==> src/rtl/lcd_sequencer_if.sv <==
// ============================================================================
// Module      : lcd_sequencer_if
// Description : Sequencer <-> LCD controller transfer bus (data, RS, start,
//               done).
// Revision    : 1.0 - initial release
// ============================================================================
`default_nettype none

interface lcd_sequencer_if;
    logic [7:0] oLCD_DATA;
    logic       oLCD_RS;
    logic       oLCD_START;
    logic       iLCD_DONE;

    modport master (
        output oLCD_DATA,
        output oLCD_RS,
        output oLCD_START,
        input  iLCD_DONE
    );

    modport slave (
        input  oLCD_DATA,
        input  oLCD_RS,
        input  oLCD_START,
        output iLCD_DONE
    );
endinterface

`default_nettype wire

==> src/rtl/lcd_sequencer.sv <==
// ============================================================================
// Module      : lcd_sequencer
// Description : Sends the LCD init list once per reset, then redraws a 32-char
//               buffer as two lines on every refresh request.
// Revision    : 1.0 - initial release
// ============================================================================
`default_nettype none

module lcd_sequencer #(
    parameter int INIT_DELAY = 50000,
    parameter int CMD_DELAY  = 2000,
    parameter int CLR_DELAY  = 100000
) (
    input  wire logic       iCLK,
    input  wire logic       iRST_N,
    input  wire logic       iWR,
    input  wire logic [4:0] iWADDR,
    input  wire logic [7:0] iWDATA,
    input  wire logic       iREFRESH,
    output logic            oBUSY,
    lcd_sequencer_if.master lcd
);

    localparam int MAX_A     = (INIT_DELAY > CMD_DELAY) ? INIT_DELAY : CMD_DELAY;
    localparam int MAX_DELAY = (MAX_A > CLR_DELAY) ? MAX_A : CLR_DELAY;
    localparam int CNT_W     = (MAX_DELAY < 1) ? 1 : $clog2(MAX_DELAY + 1);

    typedef enum logic [2:0] {
        PWR_WAIT  = 3'd0,
        LOAD      = 3'd1,
        START     = 3'd2,
        WAIT_DONE = 3'd3,
        GAP       = 3'd4,
        IDLE      = 3'd5
    } state_t;

    state_t           state;
    state_t           nextState;
    logic [CNT_W-1:0] delayCnt;
    logic [5:0]       idx;
    logic             inInit;
    logic             pending;
    logic             doneQ;
    logic [7:0]       dataReg;
    logic             rsReg;
    logic             startReg;
    logic [7:0]       charBuf [32];

    logic             doneRise;
    logic [31:0]      curLimit;
    logic             delayEnd;
    logic             lastEntry;
    logic [7:0]       loadData;
    logic             loadRs;
    logic [4:0]       lineOneAddr;
    logic [4:0]       lineTwoAddr;

    // Only a fresh 0->1 edge completes a transfer; a level left high from the
    // previous transfer is ignored.
    assign doneRise    = lcd.iLCD_DONE & ~doneQ;
    assign lastEntry   = inInit ? (idx == 6'd3) : (idx == 6'd33);
    assign lineOneAddr = 5'(idx - 6'd1);
    assign lineTwoAddr = 5'(idx - 6'd2);

    always_comb begin
        curLimit = 32'(CMD_DELAY);
        if (state == PWR_WAIT) begin
            curLimit = 32'(INIT_DELAY);
        end else if (inInit && (idx == 6'd2)) begin
            curLimit = 32'(CLR_DELAY);
        end
    end

    assign delayEnd = ((32'(delayCnt) + 32'd1) >= curLimit);

    // Transfer index -> byte: init list, or 0x80, line 1, 0xC0, line 2.
    always_comb begin
        loadData = 8'h00;
        loadRs   = 1'b0;
        if (inInit) begin
            case (idx)
                6'd0:    loadData = 8'h38;
                6'd1:    loadData = 8'h0C;
                6'd2:    loadData = 8'h01;
                default: loadData = 8'h06;
            endcase
        end else if (idx == 6'd0) begin
            loadData = 8'h80;
        end else if (idx == 6'd17) begin
            loadData = 8'hC0;
        end else if (idx <= 6'd16) begin
            loadData = charBuf[lineOneAddr];
            loadRs   = 1'b1;
        end else begin
            loadData = charBuf[lineTwoAddr];
            loadRs   = 1'b1;
        end
    end

    always_comb begin
        nextState = state;
        case (state)
            PWR_WAIT:  if (delayEnd) nextState = LOAD;
            LOAD:      nextState = START;
            START:     nextState = WAIT_DONE;
            WAIT_DONE: if (doneRise) nextState = GAP;
            GAP: begin
                if (delayEnd) begin
                    nextState = (!inInit && lastEntry) ? IDLE : LOAD;
                end
            end
            IDLE:      if (pending) nextState = LOAD;
            default:   nextState = PWR_WAIT;
        endcase
    end

    always_ff @(posedge iCLK or negedge iRST_N) begin
        if (!iRST_N) begin
            state    <= PWR_WAIT;
            delayCnt <= '0;
            idx      <= 6'd0;
            inInit   <= 1'b1;
            pending  <= 1'b0;
            doneQ    <= 1'b0;
            dataReg  <= 8'h00;
            rsReg    <= 1'b0;
            startReg <= 1'b0;
        end else begin
            state    <= nextState;
            doneQ    <= lcd.iLCD_DONE;
            // A request in the cycle IDLE consumes the flag still re-arms it.
            pending  <= (pending & (state != IDLE)) | iREFRESH;
            startReg <= (nextState == START) || (nextState == WAIT_DONE);

            if (state == LOAD) begin
                dataReg <= loadData;
                rsReg   <= loadRs;
            end

            if (nextState != state) begin
                delayCnt <= '0;
            end else if ((state == PWR_WAIT) || (state == GAP)) begin
                delayCnt <= delayCnt + 1'b1;
            end

            if ((state == GAP) && delayEnd) begin
                if (inInit && lastEntry) begin
                    idx    <= 6'd0;
                    inInit <= 1'b0;
                end else if (!lastEntry) begin
                    idx <= idx + 6'd1;
                end
            end else if ((state == IDLE) && pending) begin
                idx <= 6'd0;
            end
        end
    end

    always_ff @(posedge iCLK or negedge iRST_N) begin
        if (!iRST_N) begin
            for (int i = 0; i < 32; i++) begin
                charBuf[i] <= 8'h20;
            end
        end else if (iWR) begin
            charBuf[iWADDR] <= iWDATA;
        end
    end

    // Data is shown live during LOAD, then frozen for the rest of the transfer.
    assign lcd.oLCD_DATA  = (state == LOAD) ? loadData : dataReg;
    assign lcd.oLCD_RS    = (state == LOAD) ? loadRs : rsReg;
    assign lcd.oLCD_START = startReg;
    assign oBUSY          = (state != IDLE);

endmodule

`default_nettype wire

==> src/flat_wrapper.sv <==
// flat-port wrapper written by rule: the top's interface ports become plain ports
module lcd_sequencer_flat 
#(
    parameter int INIT_DELAY = 50000,
    parameter int CMD_DELAY  = 2000,
    parameter int CLR_DELAY  = 100000
)
  (iCLK, iRST_N, iWR, iWADDR, iWDATA, iREFRESH, oBUSY, lcd_oLCD_DATA, lcd_oLCD_RS, lcd_oLCD_START, lcd_iLCD_DONE);
  lcd_sequencer_if lcd_i ();
  input  wire logic iCLK;
  input  wire logic iRST_N;
  input  wire logic iWR;
  input  wire logic [4:0] iWADDR;
  input  wire logic [7:0] iWDATA;
  input  wire logic iREFRESH;
  output logic oBUSY;
  output wire logic [$bits(lcd_i.oLCD_DATA)-1:0] lcd_oLCD_DATA;
  output wire logic [$bits(lcd_i.oLCD_RS)-1:0] lcd_oLCD_RS;
  output wire logic [$bits(lcd_i.oLCD_START)-1:0] lcd_oLCD_START;
  input wire logic [$bits(lcd_i.iLCD_DONE)-1:0] lcd_iLCD_DONE;
  assign lcd_oLCD_DATA = lcd_i.oLCD_DATA;
  assign lcd_oLCD_RS = lcd_i.oLCD_RS;
  assign lcd_oLCD_START = lcd_i.oLCD_START;
  assign lcd_i.iLCD_DONE = lcd_iLCD_DONE;
  lcd_sequencer #(.INIT_DELAY(INIT_DELAY), .CMD_DELAY(CMD_DELAY), .CLR_DELAY(CLR_DELAY)) u_core (.iCLK(iCLK), .iRST_N(iRST_N), .iWR(iWR), .iWADDR(iWADDR), .iWDATA(iWDATA), .iREFRESH(iREFRESH), .oBUSY(oBUSY), .lcd(lcd_i));
endmodule
==> config.mk <==
export PLATFORM = sky130hd
export DESIGN_NAME = lcd_sequencer_flat
export DESIGN_NICKNAME = d
export VERILOG_FILES = /design/src/rtl/lcd_sequencer_if.sv /design/src/rtl/lcd_sequencer.sv /design/src/flat_wrapper.sv
export SDC_FILE = /design/constraint.sdc
export NUM_CORES = 1
export LEC_CHECK = 0
export CAP_MARGIN = 15
export CORE_MARGIN = 5
export CORE_UTILIZATION = 45
export CTS_BUF_LIST = sky130_fd_sc_hd__clkbuf_2
export CTS_CLUSTER_SIZE = 30
export DETAILED_ROUTE_END_ITERATION = 8
export HOLD_SLACK_MARGIN = 0.06
export MAX_ROUTING_LAYER = met4
export PLACE_DENSITY = 0.65
export SLEW_MARGIN = 20
export SYNTH_ARGS = -nofsm -noshare
export SYNTH_HDL_FRONTEND = slang
export SYNTH_SLANG_ARGS = --single-unit
==> constraint.sdc <==
create_clock -name iCLK -period 6.9 [get_ports iCLK]
set_input_delay 1.725 -clock iCLK [delete_from_list [all_inputs] [get_ports iCLK]]
set_output_delay 1.725 -clock iCLK [all_outputs]
set_load 0.02 [all_outputs]
==> results of run 1 <==
final timing paths:
kind,endpoint,slack (ps),cells past startpoint
max,lcd_oLCD_DATA[5],460,10
min,u_core.rsReg,490,2
max reg2reg,u_core.delayCnt[7],2970,12
min reg2reg,u_core.rsReg,490,2
max in group asynchronous,u_core.charBuf[144],4720,2
min in group asynchronous,u_core.charBuf[43],820,1
area by class of cell:
cell class	count	share of cell area, %
inverters	10	0.208
well taps	468	3.25
flip-flops and latches	295	41.3
clock buffers	121	3.36
repair buffers	58	2.86
clock inverters	20	0.820
diodes	3	0.0417
multi-input cells	748	48.2
cell families after synthesis:
kind of cell / Yosys count
mux: 432
flops: 295
simple gates: 197
buf+inv: 95
compound gates: 71
xor+xnor: 31
fa+ha+maj: 17
metrics by stage:
| step | hold WS [ps] | std cells | cell area (sq um) | power, mW | util, % |
|---|---|---|---|---|---|
| finish | 487 | 1723 | 18000 | 4.76 | 49.5 |
| global route | 509 | 1723 | 18000 | 5.05 | 49.5 |
| CTS | 488 | 1720 | 18000 | 4.83 | 49.6 |
| detailed placement | 463 | 1579 | 17300 | 3.50 | 47.5 |
| global placement | 460 | 1579 | 17300 | 3.46 | 47.5 |
| floorplan | 491 | 1138 | 16400 | 3.11 | - |
worst reg2reg max path, cell delays in order (launching register included):
cell and delay [ps]:
dfrtp_1 470, nand3_1 340, nor3_1 630, nand2_1 120, nor2_1 170, xor2_1 210
ha_1 280, a2111o_1 410, a21oi_1 140, o211ai_1 150, a21o_1 250, o221a_2 420
nor3_1 250
state kept, by name, summed over array words and instances, names as in the netlist:
| register | cells |
|---|---|
| u_core.idx | 6 |
| u_core.doneQ | 1 |
| u_core.delayCnt | 17 |
| u_core.charBuf | 256 |
| u_core.inInit | 1 |
| u_core.dataReg | 8 |
| u_core.lcd.oLCD_START | 1 |
| u_core.rsReg | 1 |
| u_core.pending | 1 |
| u_core.state | 3 |
per-layer routing:
layer	global-route usage, %	routed length (um)	vias up
li1	-	-	4555
met1	29.4	17900	5558
met2	32.1	19500	326
met3	3.76	2370	66
met4	6.24	925	0
met5	-	0	-
report_power, final:
| part | leakage [nW] | switching [mW] | total (mW) | internal (mW) |
|---|---|---|---|---|
| clock | 0.566 | 0.752 | 1.29 | 0.542 |
| combinational | 3.20 | 0.475 | 1.12 | 0.649 |
| sequential | 3.70 | 0.263 | 2.35 | 2.08 |
| total | 7.47 | 1.49 | 4.76 | 3.27 |
cells in the final DEF, fill, tap and decap left out, types with 6 or more instances in the layout:
cell	instances
nor2b_1	9
a21oi_1	18
nand4_1	7
nor2_1	35
nand2_1	62
nand3_1	16
o21ai_0	10
and3_1	10
buf_4	28
clkbuf_2	121
nor3_1	25
xnor2_1	13
mux4_2	160
ha_1	16
mux2i_1	10
xor2_1	14
dfrtp_1	260
clkdlybuf4s50_1	23
mux2_2	262
dfstp_2	33
inv_1	10
clkinv_1	12
o211ai_1	8
a31oi_1	6
==> metrics.yaml, run 1 <==
outcome:
  status: "finished clean"
placement:
  io_buffers: 28
  place_ws_ps: 1390
  dp_hpwl_um: 27100
  finalWeightedCongestion: 0.835
synthesis:
  synth_compound_area_share_pct: 2.98
  ys_ff_latch: 295
  synth_top_family_by_area: "multiplexers"
  synth_top_area_share_pct: 39.9
  synth.cell_area_sq_mm: 0.0164
  yosys.area_share.simple_pct: 6.03
  yosys-top-cells-area: "dfrtp_1 40%, mux4_2 22%, mux2_2 18%, dfstp_2 5.3%, nand2_1 1.4%"
  avgSynthCellArea_sq_um: 14.4
  syn_nets: 1173
  netlist_top_cells_count: "262 x dfrtp_1, 262 x mux2_2, 160 x mux4_2"
  muxShareOfSynthArea_pct: 40.5
  synth.distinct_cells: 57
  yosysSeqAreaShare_pct: 45.1
  synth_top_area_cell: "dfrtp_1"
  yosys_warnings: 0
  ys.flop_type: "dfrtp_1"
  synth-xor-area-share_pct: 1.73
  synthAdderAreaFrac_pct: 1.29
  synth-edff-count: 0
  synthArstFlopShare_pct: 100
  syn_inst: 1138
worst_setup_path:
  crit_required_ps: 5180
  worstSetupPathType: "flip-flop to output pin"
  critical_path.slowest_cell: "clkdlybuf4s50_1"
  crit_arrival_ps: 4720
  cp_max_fo: 39
  critPathBufInv: 3
  cp-start-kind: "flip-flop"
  worst_path_most_repeated_cell: "mux4_2"
  crit_chain: "inv_1, ha_4, buf_12, mux4_2, mux4_2, mux2i_1, nand2_1, o211ai_1, a31oi_1, clkdlybuf4s50_1"
  slowest_delay_ps: 580
  crit_family: "multiplexers"
  r2r_start: "u_core.delayCnt[4]"
  cp-end-kind: "output pin"
  startpoint: "u_core.idx[0]"
floorplan:
  ios: 29
  core_sq_mm: 0.0363
  die_w_um: 201
  num_rows: 70
  dieHeight_um: 201
  dieArea_sq_mm: 0.0405
  start_util_pct: 45.2
timing:
  relSlewSlack_pct: 23.9
  period_needed_ps: 6440
  min_period_over_period_pct: 93.3
  layout_setup_ws_ps: 459
  finalSetupViolCount: 0
  maxSlewViolCount: 0
  hold_viol: 0
  max_freq_mhz: 155
  setup_tns_ps: 0
  rsz0062_at_grt: "no"
  tightest_slew_ps: 1140
  clock_skew_ps: 78.5
global_routing:
  grt_use_total_pct: 21.1
  antenna_found_initial: 2
  grt_pass1_vias: 10900
  grt_first_pass_wirelength_um: 65300
  gr-total-overflow: 0
  grt_max_degree: 143
power:
  power_density_mw_per_mm2: 265
  peakVddDrop_mv: 0.107
  leakage_nw: 7.47
cells_and_area:
  multi_input_area_sq_mm: 0.00867
  fillers: 3199
  regArea_sq_mm: 0.00743
  fin_nets: 1227
  areaGrowthSynthToFinish_pct: 9.49
  drive_gt1_share_pct: 50.8
clocking:
  clock_path_buffers: 3
  cts_hold_buf: 0
  ctsResizeCount: 0
  clock_sinks: 295
  postCtsSetupRepairBufs: 0
  clk_pin_slew_ps: 100
  cts-root-buf: "clkbuf_2"
  htree_levels: 3
  numCtsBuffers: 79
  cts_tree: "done"
  clk_latency_ps: 930
drt:
  drc: 0
  postRouteAntennaNets: 0
  wl_per_cell_um: 23.6
  wl_um: 40700
  post_drt_via_cell_ratio: 6.10
  first_pass_iters: 7
  drtIter0Drc: 802
  vias: 10500
hold_path:
  hold_start: "u_core.rsReg"
  min_path_type: "flip-flop to flip-flop"
job:
  max-cap-violations: 0
Power figures use the tool's default switching activity.
==> run 2: changes to the inputs <==
--- a/config.mk
+++ b/config.mk
@@ -11,6 +11,7 @@
 export CTS_BUF_LIST = sky130_fd_sc_hd__clkbuf_2
 export CTS_CLUSTER_SIZE = 30
 export DETAILED_ROUTE_END_ITERATION = 8
+export GPL_ROUTABILITY_DRIVEN = 1
 export HOLD_SLACK_MARGIN = 0.06
 export MAX_ROUTING_LAYER = met4
 export PLACE_DENSITY = 0.65
==> results of run 2 <==
No change in the layout: final DEF, timing and power equal those of run 1.
==> run 3: changes to the inputs <==
==> constraint.sdc (replaced) <==
create_clock -name iCLK -period 7.75 [get_ports iCLK]
set_input_delay 1.9375 -clock iCLK [delete_from_list [all_inputs] [get_ports iCLK]]
set_output_delay 1.9375 -clock iCLK [all_outputs]
set_load 0.02 [all_outputs]
==> run 3 against run 2 <==
Effect of this change: global-route usage increased by 0.20 points; routed wire length about the same; cell area is 0.85% lower; register-to-register slack gained 820 ps; setup slack gained 88 ps; clock skew shrank 6.1 ps; sequential cell count unchanged; die area unchanged; sequential share of layout area is 0.35 points higher; cell count shrank 0.99%; clock power down 17%; first-iteration DRC count down 19%; critical endpoint is now lcd_oLCD_DATA[7]; largest cell class unchanged.
==> metrics.yaml, run 3 (synthesis gave the netlist of run 1 again) <==
outcome:
  status: "finished clean"
cells_and_area:
  final_cell_mix: "262 x mux2_2, 260 x dfrtp_1, 160 x mux4_2"
  finalInstanceArea_sq_mm: 0.0179  # -0.85%
  regArea_sq_mm: 0.00743  # unchanged
  final_common_cell: "mux2_2"
  fin_nets: 1218  # -0.73%
  utilization_pct: 49.1  # -0.42 points
  drive_gt1_share_pct: 50.1  # -0.68 points
  fillers: 3180  # -0.59%
  multi_input_area_sq_mm: 0.00868  # about the same
  stdcell_count: 1706  # -0.99%
  regMostFlops: "u_core.charBuf"
  reg.largest.list: "u_core.charBuf: 256 flops, u_core.delayCnt: 17 flops, u_core.dataReg: 8 flops"
  areaGrowthSynthToFinish_pct: 8.56
  largest_reg_flops: 256  # unchanged
floorplan:
  num_rows: 70  # unchanged
  dieArea_sq_mm: 0.0405  # unchanged
  start_util_pct: 45.2  # unchanged
  core_sq_mm: 0.0363  # unchanged
  ios: 29  # unchanged
  die_w_um: 201  # unchanged
  dieHeight_um: 201  # unchanged
hold_path:
  min_to: "u_core.rsReg"
  hold_depth: 2  # unchanged
  hold_start: "u_core.rsReg"
  min_path_type: "flip-flop to flip-flop"
worst_setup_path:
  worstSetupPathType: "flip-flop to output pin"
  cp-start-kind: "flip-flop"
  r2r_slack_ps: 3790  # +820 ps
  r2r_start: "u_core.idx[1]"
  cp-end-kind: "output pin"
  crit_arrival_ps: 5270  # +550 ps
  ff2ff_path_depth: 9  # -3
  regToRegEndpoint: "u_core.dataReg[7]"
  cp_max_fo: 43  # +10%
  crit_required_ps: 5810  # +630 ps
power:
  power_density_mw_per_mm2: 232  # -12%
  leakage_nw: 7.39  # -1.1%
  peakVddDrop_mv: 0.0696  # -35%
drt:
  drtIter0Drc: 652  # -19%
  postRouteAntennaNets: 0  # unchanged
  post_drt_via_cell_ratio: 6.14  # +0.73%
  drc: 0  # unchanged
  vias: 10500  # -0.27%
  wl_um: 40700  # about the same
  wl_per_cell_um: 23.9  # +1.0%
  first_pass_iters: 4  # -3
global_routing:
  grt_max_degree: 138  # -3.5%
  gr-total-overflow: 0  # unchanged
  antenna_found_initial: 1  # -1
  grt_use_total_pct: 21.3  # +0.20 points
  grt_first_pass_wirelength_um: 65200  # about the same
  grt_pass1_vias: 10800  # -0.35%
placement:
  dp_hpwl_um: 26100  # -3.8%
  place_ws_ps: 1430  # +33.4 ps
  finalWeightedCongestion: 0.820  # -1.8%
  place_inst: 1570  # -0.57%
  place_area_sq_mm: 0.0172  # -0.35%
  io_buffers: 28  # unchanged
clocking:
  ctsResizeCount: 0  # unchanged
  postCtsSetupRepairBufs: 0  # unchanged
  clock_path_buffers: 3  # unchanged
  cts_tree: "done"
  clk_latency_ps: 880  # -50 ps
  clk_pin_slew_ps: 120  # +20 ps
  cts_hold_buf: 0  # unchanged
  clock_sinks: 295  # unchanged
  numCtsBuffers: 79  # unchanged
  cts-root-buf: "clkbuf_2"
  htree_levels: 3  # unchanged
timing:
  min_period_over_period_pct: 92.9
  tightest_slew_ps: 1180  # +45.7 ps
  rsz0062_at_grt: "no"
  max_freq_mhz: 139
  hold_viol: 0  # unchanged
  maxSlewViolCount: 0  # unchanged
  period_needed_ps: 7200
  layout_setup_ws_ps: 547  # +88.1 ps
  setup_tns_ps: 0  # unchanged
  finalSetupViolCount: 0  # unchanged
  relSlewSlack_pct: 20.8  # -3.1 points
  clock_skew_ps: 72.4  # -6.11 ps
job:
  max-cap-violations: 0  # unchanged
==> run 3: worst max-delay path: stages, from the launching register on <==
cell and delay, ps:
dfrtp_4 690, inv_1 230, ha_4 880, buf_4 430, mux4_2 540, mux4_2 470
mux2i_1 150, a21oi_1 90, a211oi_1 190, o31ai_1 110, clkdlybuf4s50_1 550
==> run 3: worst max path at each step <==
stage                              from                to  cells after the start
after detailed placement  u_core.idx[1]  lcd_oLCD_DATA[7]                     10
after global routing      u_core.idx[1]  lcd_oLCD_DATA[7]                     10
after global placement    u_core.idx[1]  lcd_oLCD_DATA[7]                     10
after floorplan           u_core.idx[0]  lcd_oLCD_DATA[3]                     15
after CTS                 u_core.idx[1]  lcd_oLCD_DATA[7]                     10
final                     u_core.idx[1]  lcd_oLCD_DATA[7]                     10
==> run 3: layout make-up <==
| class | count | area share [%] |
|---|---|---|
| inverters | 10 | 0.210 |
| clock buffers | 116 | 3.25 |
| well taps | 468 | 3.28 |
| clock inverters | 19 | 0.547 |
| multi-input cells | 748 | 48.6 |
| repair buffers | 49 | 2.45 |
| flip-flops and latches | 295 | 41.6 |
| diodes | 1 | 0.0140 |
==> run 3: per-stage QoR <==
stage / total power, mW / hold slack [ps]
after floorplan: 2.77 / 491
after global placement: 3.08 / 459
after detailed placement: 3.11 / 463
after CTS: 4.20 / 488
after global routing: 4.40 / 524
final: 4.15 / 483
==> run 3: power by group <==
part | total (mW) | internal, mW | switching, mW
sequential | 2.08 | 1.85 | 0.225
clock | 1.07 | 0.427 | 0.643
combinational | 0.995 | 0.576 | 0.420
total | 4.15 | 2.86 | 1.29
==> run 3: metal layers <==
metal / part of all wire (%) / global-route usage, % / vias to the layer above
met3: 6.9 / 5.61 / 64
met5: 0 / - / -
li1: - / - / 4524
met2: 47 / 31.3 / 318
met1: 44 / 29.2 / 5571
met4: 2.3 / 6.78 / 0
